===== config.mk =====
export PLATFORM = sky130hd
export DESIGN_NAME = vga_sync_gen
export DESIGN_NICKNAME = d
export VERILOG_FILES = /design/src/rtl/vga_sync_gen_pkg.sv /design/src/rtl/vga_sync_gen_sync_delay_line.sv /design/src/rtl/vga_sync_gen.sv
export SDC_FILE = /design/constraint.sdc
export NUM_CORES = 1
export LEC_CHECK = 0
export CORE_ASPECT_RATIO = 0.6
export CORE_UTILIZATION = 30
export CTS_CLUSTER_SIZE = 28
export DETAILED_ROUTE_END_ITERATION = 7
export GPL_TIMING_DRIVEN = 0
export PLACE_DENSITY = 0.59
export SLEW_MARGIN = 10
export SYNTH_ARGS = -nofsm -noshare
export SYNTH_HDL_FRONTEND = slang
export SYNTH_SLANG_ARGS = --single-unit

===== constraint.sdc =====
create_clock -name i_clk -period 3.2 [get_ports i_clk]
set_clock_uncertainty 0.05 [all_clocks]
set_input_delay 0.48 -clock i_clk [delete_from_list [all_inputs] [get_ports i_clk]]
set_output_delay 0.48 -clock i_clk [all_outputs]
set_load 0.01 [all_outputs]

===== src/rtl/vga_sync_gen_pkg.sv =====
// Shared VGA raster timing constants (640x480 @ 60 Hz defaults) and helpers,
// reused by the pattern/colour stages so they need not restate the geometry.
package vga_sync_gen_pkg;

  localparam int unsigned POS_W = 10;

  localparam int unsigned H_VISIBLE_DEF = 640;
  localparam int unsigned H_FRONT_DEF   = 16;
  localparam int unsigned H_SYNC_DEF    = 96;
  localparam int unsigned H_BACK_DEF    = 48;
  localparam int unsigned V_VISIBLE_DEF = 480;
  localparam int unsigned V_FRONT_DEF   = 10;
  localparam int unsigned V_SYNC_DEF    = 2;
  localparam int unsigned V_BACK_DEF    = 33;

  localparam int unsigned H_TOTAL_DEF = H_VISIBLE_DEF + H_FRONT_DEF + H_SYNC_DEF + H_BACK_DEF;
  localparam int unsigned V_TOTAL_DEF = V_VISIBLE_DEF + V_FRONT_DEF + V_SYNC_DEF + V_BACK_DEF;

  // True when lo <= pos < hi.
  function automatic logic in_window(input logic [POS_W-1:0] pos,
                                     input int unsigned lo,
                                     input int unsigned hi);
    return (pos >= POS_W'(lo)) && (pos < POS_W'(hi));
  endfunction

endpackage


===== src/rtl/vga_sync_gen_sync_delay_line.sv =====
// Clock-enabled shift register that resets to 1; DEPTH = 0 is a wire.
// Used to line the sync outputs up with a delayed RGB pipeline.
module vga_sync_gen_sync_delay_line #(
  parameter int unsigned DEPTH = 0
) (
  input  logic clk,
  input  logic reset,
  input  logic ce,
  input  logic d,
  output logic q
);

  if (DEPTH == 0) begin : g_pass
    logic unused_inputs;
    assign unused_inputs = ^{clk, reset, ce};
    assign q = d;
  end else begin : g_shift
    logic [DEPTH-1:0] stage;

    always_ff @(posedge clk) begin
      if (reset) begin
        stage <= '1;
      end else if (ce) begin
        stage[0] <= d;
        for (int i = 1; i < DEPTH; i++) begin
          stage[i] <= stage[i-1];
        end
      end
    end

    assign q = stage[DEPTH-1];
  end

endmodule


===== src/rtl/vga_sync_gen.sv =====
// Free-running VGA raster timing generator: position counters, visible flag,
// active-low syncs (optionally delayed) and line/frame strobes, all registered.
module vga_sync_gen
  import vga_sync_gen_pkg::*;
#(
  parameter int unsigned H_VISIBLE  = H_VISIBLE_DEF,
  parameter int unsigned H_FRONT    = H_FRONT_DEF,
  parameter int unsigned H_SYNC     = H_SYNC_DEF,
  parameter int unsigned H_BACK     = H_BACK_DEF,
  parameter int unsigned V_VISIBLE  = V_VISIBLE_DEF,
  parameter int unsigned V_FRONT    = V_FRONT_DEF,
  parameter int unsigned V_SYNC     = V_SYNC_DEF,
  parameter int unsigned V_BACK     = V_BACK_DEF,
  parameter int unsigned SYNC_DELAY = 0
) (
  input  logic             i_clk,
  input  logic             i_reset,
  input  logic             i_ce,
  output logic [POS_W-1:0] o_hpos,
  output logic [POS_W-1:0] o_vpos,
  output logic             o_visible,
  output logic             o_hsync,
  output logic             o_vsync,
  output logic             o_line_start,
  output logic             o_frame_start
);

  localparam int unsigned H_TOTAL      = H_VISIBLE + H_FRONT + H_SYNC + H_BACK;
  localparam int unsigned V_TOTAL      = V_VISIBLE + V_FRONT + V_SYNC + V_BACK;
  localparam int unsigned H_SYNC_START = H_VISIBLE + H_FRONT;
  localparam int unsigned H_SYNC_END   = H_SYNC_START + H_SYNC;
  localparam int unsigned V_SYNC_START = V_VISIBLE + V_FRONT;
  localparam int unsigned V_SYNC_END   = V_SYNC_START + V_SYNC;

  logic [POS_W-1:0] hpos_next_c;
  logic [POS_W-1:0] vpos_next_c;
  logic             visible_next_c;
  logic             hsync_next_c;
  logic             vsync_next_c;
  logic             hsync_pre;
  logic             vsync_pre;

  // Next raster position and the flags that belong to it, so flags register in step.
  always_comb begin
    hpos_next_c = o_hpos + POS_W'(1);
    vpos_next_c = o_vpos;
    if (o_hpos == POS_W'(H_TOTAL - 1)) begin
      hpos_next_c = '0;
      vpos_next_c = (o_vpos == POS_W'(V_TOTAL - 1)) ? '0 : o_vpos + POS_W'(1);
    end
    visible_next_c = (hpos_next_c < POS_W'(H_VISIBLE)) && (vpos_next_c < POS_W'(V_VISIBLE));
    hsync_next_c   = !in_window(hpos_next_c, H_SYNC_START, H_SYNC_END);
    vsync_next_c   = !in_window(vpos_next_c, V_SYNC_START, V_SYNC_END);
  end

  always_ff @(posedge i_clk) begin
    if (i_reset) begin
      o_hpos        <= POS_W'(H_TOTAL - 1);
      o_vpos        <= POS_W'(V_TOTAL - 1);
      o_visible     <= 1'b0;
      hsync_pre     <= 1'b1;
      vsync_pre     <= 1'b1;
      o_line_start  <= 1'b0;
      o_frame_start <= 1'b0;
    end else if (i_ce) begin
      o_hpos        <= hpos_next_c;
      o_vpos        <= vpos_next_c;
      o_visible     <= visible_next_c;
      hsync_pre     <= hsync_next_c;
      vsync_pre     <= vsync_next_c;
      o_line_start  <= (hpos_next_c == '0);
      o_frame_start <= (hpos_next_c == '0) && (vpos_next_c == '0);
    end else begin
      // Strobes mark an advance, so a held cycle never repeats them.
      o_line_start  <= 1'b0;
      o_frame_start <= 1'b0;
    end
  end

  vga_sync_gen_sync_delay_line #(.DEPTH(SYNC_DELAY)) u_hsync_dly (
    .clk   (i_clk),
    .reset (i_reset),
    .ce    (i_ce),
    .d     (hsync_pre),
    .q     (o_hsync)
  );

  vga_sync_gen_sync_delay_line #(.DEPTH(SYNC_DELAY)) u_vsync_dly (
    .clk   (i_clk),
    .reset (i_reset),
    .ce    (i_ce),
    .d     (vsync_pre),
    .q     (o_vsync)
  );

endmodule


# Word level (Yosys, flattened, before mapping)
# Cells that the tools add are included.
[word_totals]
inputBits = 3
word_cells = 30
ff_bits = 25
output_inout_bits = 25
[classes]
magnitude_cmp = 6
addsub = 2
mux = 3
reduce_logical = 9
n_eq_ne = 2
n_bitwise = 1
[op_table]
columns = ["op", "n"]
rows = [
  ["$mux W10", 3],
  ["$add A10 B1 Y10 const B", 2],
  ["$eq A10 B10 Y1 const B", 2],
  ["$logic_not A10 Y1", 2],
  ["$lt A10 B10 Y1 const B", 2],
  ["$lt A10 B9 Y1 const B", 2],
  ["$ge A10 B10 Y1 const B", 1],
  ["$ge A10 B9 Y1 const B", 1],
  ["$logic_and A1 B1 Y1", 4],
  ["$logic_not A1 Y1", 2],
  ["$reduce_or A2 Y1", 1],
  ["$not A1 Y1", 1],
]

# Longest topological paths before layout
[logic_depth]
depth_word = 6
depth_mapped = 9
depth_no_buf = 8

# Modules after synthesis
# A second synthesis with hierarchy kept.
[hier_totals]
hier_cells = 209
hier_area_um2 = 1661.6
[by_module_without_submodules]
columns = ["module", "cells_each", "n_inst", "seq_area_each_um2", "area_per_inst_um2"]
rows = [
  ["vga_sync_gen", 207, 1, 500.5, 1646.6],
  ["vga_sync_gen_sync_delay_line", 1, 2, 0.0, 7.5],
]

# Worst setup path before layout
# OpenSTA, ideal clock, no wires.
[synth_timing]
path_type = "reg-to-reg"
from = "reg o_hpos[0]"
to = "reg o_frame_start"
required_time_ns = 3.062
slack_ns = 0.769
setup_time_ns = 0.088
synth_period_minus_slack_ns = 2.431
n_path_buf = 0
path_stages_with_launch = 8
arrival_ns = 2.293
cell_sequence = "dfxtp_1 ha_1 nand4_2 o31ai_1 a21oi_1 a311o_1 or4_4 nor4_2"
[synth_via]
elab_chain_len = 4
elab_cells_between_ends = 7
cone_classes = "add/sub (1); eq/ne (1); mux (2); reduce/logical (3)"
[synth_lines]
columns = ["item", "line", "source"]
rows = [
  ["from (decl)", "vga_sync_gen.sv:19", "output logic [POS_W-1:0] o_hpos,"],
  ["from (signal assigned)", "vga_sync_gen.sv:58", "o_hpos <= POS_W'(H_TOTAL - 1);"],
  ["from (signal assigned)", "vga_sync_gen.sv:66", "o_hpos <= hpos_next_c;"],
  ["$add A10 B1 Y10 / $eq A10 B10 Y1 (equally long branches)", "vga_sync_gen.sv:45, vga_sync_gen.sv:47", ""],
  ["$mux W10", "vga_sync_gen.sv:47", "if (o_hpos == POS_W'(H_TOTAL - 1)) begin"],
  ["$logic_not A10 Y1", "vga_sync_gen.sv:72", "o_frame_start <= (hpos_next_c == '0) && (vpos_next_c == '0);"],
  ["$logic_and A1 B1 Y1 (*)", "vga_sync_gen.sv:72", ""],
  ["to (signal assigned)", "vga_sync_gen.sv:72", ""],
  ["to (decl)", "vga_sync_gen.sv:25", "output logic o_frame_start"],
]
# Mark *: on every way between the ends. The rest lies on a longest branch, timed or not.
# A chain may end at the register's enable or synchronous reset.

# Worst setup path in the final report
[layout_timing]
from = "reg o_hpos[0]"
to = "reg o_vpos[6]"
[layout_via]
elab_chain_len = 2
[layout_lines]
columns = ["item", "line", "source"]
rows = [
  ["$eq A10 B10 Y1", "vga_sync_gen.sv:47", ""],
  ["$mux W10", "vga_sync_gen.sv:47", ""],
  ["to (signal assigned)", "vga_sync_gen.sv:59", "o_vpos <= POS_W'(V_TOTAL - 1);"],
  ["to (signal assigned)", "vga_sync_gen.sv:67", "o_vpos <= vpos_next_c;"],
  ["to (decl)", "vga_sync_gen.sv:20", "output logic [POS_W-1:0] o_vpos,"],
]
# Every way passes these cells.

==> metrics.md <==
| Metric | Value |
|---|---|
| Outcome | complete, but fails checks |
| Failing checks | DRC |
| Netlist cell types | 52 |
| CTS tree | yes |
| Mean Syn Cell Area | 7.954 sq um |
| Share of the synthesized area in the top cell type | 30.40% |
| Ratio of cells with drive above 1 in the final layout | 7.203% |
| Internal power | 556.4 uW |
| Most frequent cell after synthesis | dfxtp_1 |
| DRC Markers | 4 |
| CORE AREA | 5180 sq um |
| Setup_tns | 0 ns |
| Clock power frac | 22.4% |
| VDD IR max | 204.5 uV |
| CP cell instances | ha_1 -> nand4_2 -> nor3_2 -> buf_2 -> nand2_1 -> nor3_1 -> xnor2_1 -> nor2_1 |
| Via density | 5.417 |
| Ys async rst share | 0% |
| Pin count of the biggest net entering global routing | 14 |
| Placed cell areas | 1979 sq um |
| Family with the most delay on the worst path | simple AND/OR/NAND/NOR gates |
| Postcts setup bufs | 0 |
| FP Rows | 20 |
| Starting density of the core | 31.79% |
| Root buf cell | clkbuf_8 |
| Hold Path Class | input port to flip-flop |
| Post-CTS Hold Buffers | 0 |
| WL per Instance | 15.18 um |
| Layout Cell Area excl Fill | 2024 sq um |
| Die W | 97.65 um |
| Crit path max fanout | 10 |
| CP peak stage delay | 0.57 ns |
| CTS buffer count | 3 |
| Total stage count of the critical path | 8 |
| Longest Clk Path Bufs | 2 |
| Flops & latches, synth | 25 |
| Worst skew pair latency | 0.27 ns |
| Antenna violations before repair | 0 |
| IO Port Bufs | 25 |
| Crit end category | flip-flop |
| Top cells by area, synth | dfxtp_1 30%, nor2_1 5.5%, xor2_1 5.3%, nand2_1 3.2%, a21oi_1 3.0% |
| Period utilization | 89.46% |
| Pwr dens | 432.7 nW/um^2 |
| Die height | 59.39 um |
| Post-synth EDFFs | 0 |
| Final HPWL DP | 3.491 mm |
| Routed Antenna Nets | 0 |
| Final Hold Viols | 0 |
| Commonest register cell after synthesis | dfxtp_1 |
| Max_slew headroom | 56.35% |
| Max Cap Viol | 0 |
| Post-synth top area cell | dfxtp_1 |
| Finish-stage setup viols | 0 |
| Total track usage | 16.35% |
| Hold WS | 0.4755 ns |
| Commonest cells in the netlist | 25 x dfxtp_1, 24 x nor2_1, 14 x nand2_1 |
| Post-Synthesis Cells | 207 |
| Drt first pass iters | 6 |
| Critical Path AT | 2.96 ns |
| Switching power | 319.5 uW |
| Worst Setup SP | o_hpos[0] |
| Via count | 1636 |
| Max Fclk | 349.3 MHz |
| Capture point of the worst reg-to-reg path | o_vpos[6] |
| CTS resizes | 0 |
| FF-to-FF path depth | 8 |
| Post-Syn Area | 1647 sq um |
| Top-level I/O count | 28 |
| Via count of the first global-routing pass | 1371 |
| Critical path required time | 3.30 ns |
| CP max-delay cell | nor3_2 |
| Grt ovf | 0 |
| Warnings, synthesis | 0 |
| Min cycle time layout | 2.863 ns |
| Initial drt markers | 171 |
| Post-Route WL | 4.583 mm |
| Die area | 5799 sq um |
| Final nets | 243 |
| Clk sinks | 25 |
| First-pass GRT wire length | 7.348 mm |
| H-Tree Level Count | 1 |
| R2R Setup Slk | 0.34 ns |
| Worst setup SP type | flip-flop |
| Worst setup path end | o_vpos[6] |
| Fin. max-slew vios | 0 |
| Buf+Inv Stages, Crit Path | 1 |
| Unrepaired setup endpoints after global routing | false |
| Critical R2R Launch | o_hpos[0] |
| Area Growth Syn to Fin | 22.95% |
| Sequential share of the synthesized area | 30.40% |
| RePlAce Congestion | 0.8320 |
| # diodes | 0 |
| Net Sw Frac | 36.48% |
| Sequential power share | 41.3% |
| Syn_nets | 213 |
| Clk slew on worst S/H paths | 0.09 ns |
| Worst-Margin Slew | 0.6512 ns |
| Critical setup path kind | flip-flop to flip-flop |
| P_leak | 0.7215 nW |
| Logic pwr share | 36.3% |
[cell usage in the layout (no fill, tap or decap), types with 2 or more instances in the layout]
| cell | synthesis | layout |
|---|---|---|
| dfxtp_1 | 25 | 25 |
| clkdlybuf4s50_1 | 0 | 25 |
| nor2_1 | 24 | 24 |
| nand2_1 | 14 | 14 |
| clkbuf_1 | 9 | 10 |
| a21oi_1 | 10 | 10 |
| xor2_1 | 10 | 10 |
| o21ai_0 | 10 | 10 |
| nor3_1 | 7 | 7 |
| nand4_1 | 7 | 7 |
| inv_1 | 5 | 5 |
| nor3b_1 | 5 | 5 |
| nand3_1 | 5 | 5 |
| nand2b_1 | 5 | 5 |
| buf_2 | 4 | 4 |
| and3_1 | 4 | 4 |
| a211o_1 | 4 | 4 |
| xnor2_1 | 4 | 4 |
| a31oi_1 | 4 | 4 |
| and2_1 | 3 | 3 |
| o21bai_1 | 3 | 3 |
| nor2b_1 | 3 | 3 |
| o31ai_1 | 3 | 3 |
| nor4_1 | 3 | 3 |
| ha_1 | 3 | 3 |
| clkbuf_8 | 0 | 3 |
| nand3b_1 | 2 | 2 |
| a221o_1 | 2 | 2 |
| o21a_1 | 2 | 2 |
| a211oi_1 | 2 | 2 |
| mux2i_1 | 2 | 2 |
[worst min path at each step]
| stage | startpoint | endpoint | slack (ns) | cells after the start |
|---|---|---|---|---|
| finish | i_reset | o_vpos[9] | 0.48 | 2 |
| floorplan | o_visible | o_visible | 0.46 | 1 |
| global route | i_reset | o_vpos[9] | 0.48 | 2 |
| detailed placement | o_visible | o_visible | 0.47 | 1 |
| global placement | o_visible | o_visible | 0.44 | 1 |
| CTS | i_reset | o_vpos[9] | 0.46 | 2 |
[state kept, by name, indices dropped and copies added (netlist names)]
name,flops
hsync_pre,1
o_frame_start,1
o_hpos,10
o_line_start,1
o_visible,1
o_vpos,10
vsync_pre,1
[cell type report]
type / instances / area (sq um)
Fill cell: 561 / 3156
Multi-Input combinational cell: 163 / 1066
Sequential cell: 25 / 500.5
Timing Repair Buffer: 25 / 250.2
Tap cell: 66 / 82.58
Buffer: 14 / 61.31
Clock buffer: 4 / 45.04
Inverter: 5 / 18.77
[cells by family (layout without fill, tap and decap cells)]
group / after synthesis / after routing / synth area share, %
AND/OR/NAND/NOR: 93 / 93 / 31.38
flip-flops: 25 / 25 / 30.40
multiplexers: 2 / 2 / 1.216
buffers and inverters: 19 / 48 / 4.863
adder cells (fa/ha/maj): 4 / 4 / 2.888
XOR/XNOR: 14 / 14 / 7.446
AO/OA/AOI/OAI: 50 / 50 / 21.81
[power groups by stage]
stage	clock, mW	combinational, mW	sequential, mW
after floorplan	0	0.209	0.371
after global placement	0	0.312	0.368
after detailed placement	0	0.313	0.369
after CTS	0.204	0.315	0.362
after global routing	0.213	0.348	0.366
final	0.196	0.318	0.362
[layer usage]
| layer | share of wire (%) | GRT usage, % |
|---|---|---|
| met5 | 0 | 0 |
| met4 | 0.31 | 1.299 |
| met3 | 8.3 | 4.127 |
| met2 | 36 | 19.96 |
| met1 | 55 | 27.61 |
[through the flow]
step           power (mW)  std cells  util (%)  worst slack [ns]
3_5_place_dp       0.6816        298     38.21            0.3370
4_1_cts            0.8808        302     39.08            0.3130
2_1_floorplan      0.5794        207         -            0.7688
5_1_grt            0.9279        302     39.08           0.07436
3_3_place_gp       0.6796        298     38.21            0.3469
6_report           0.8759        302     39.08            0.3372
(Power assumes the default switching activity.)
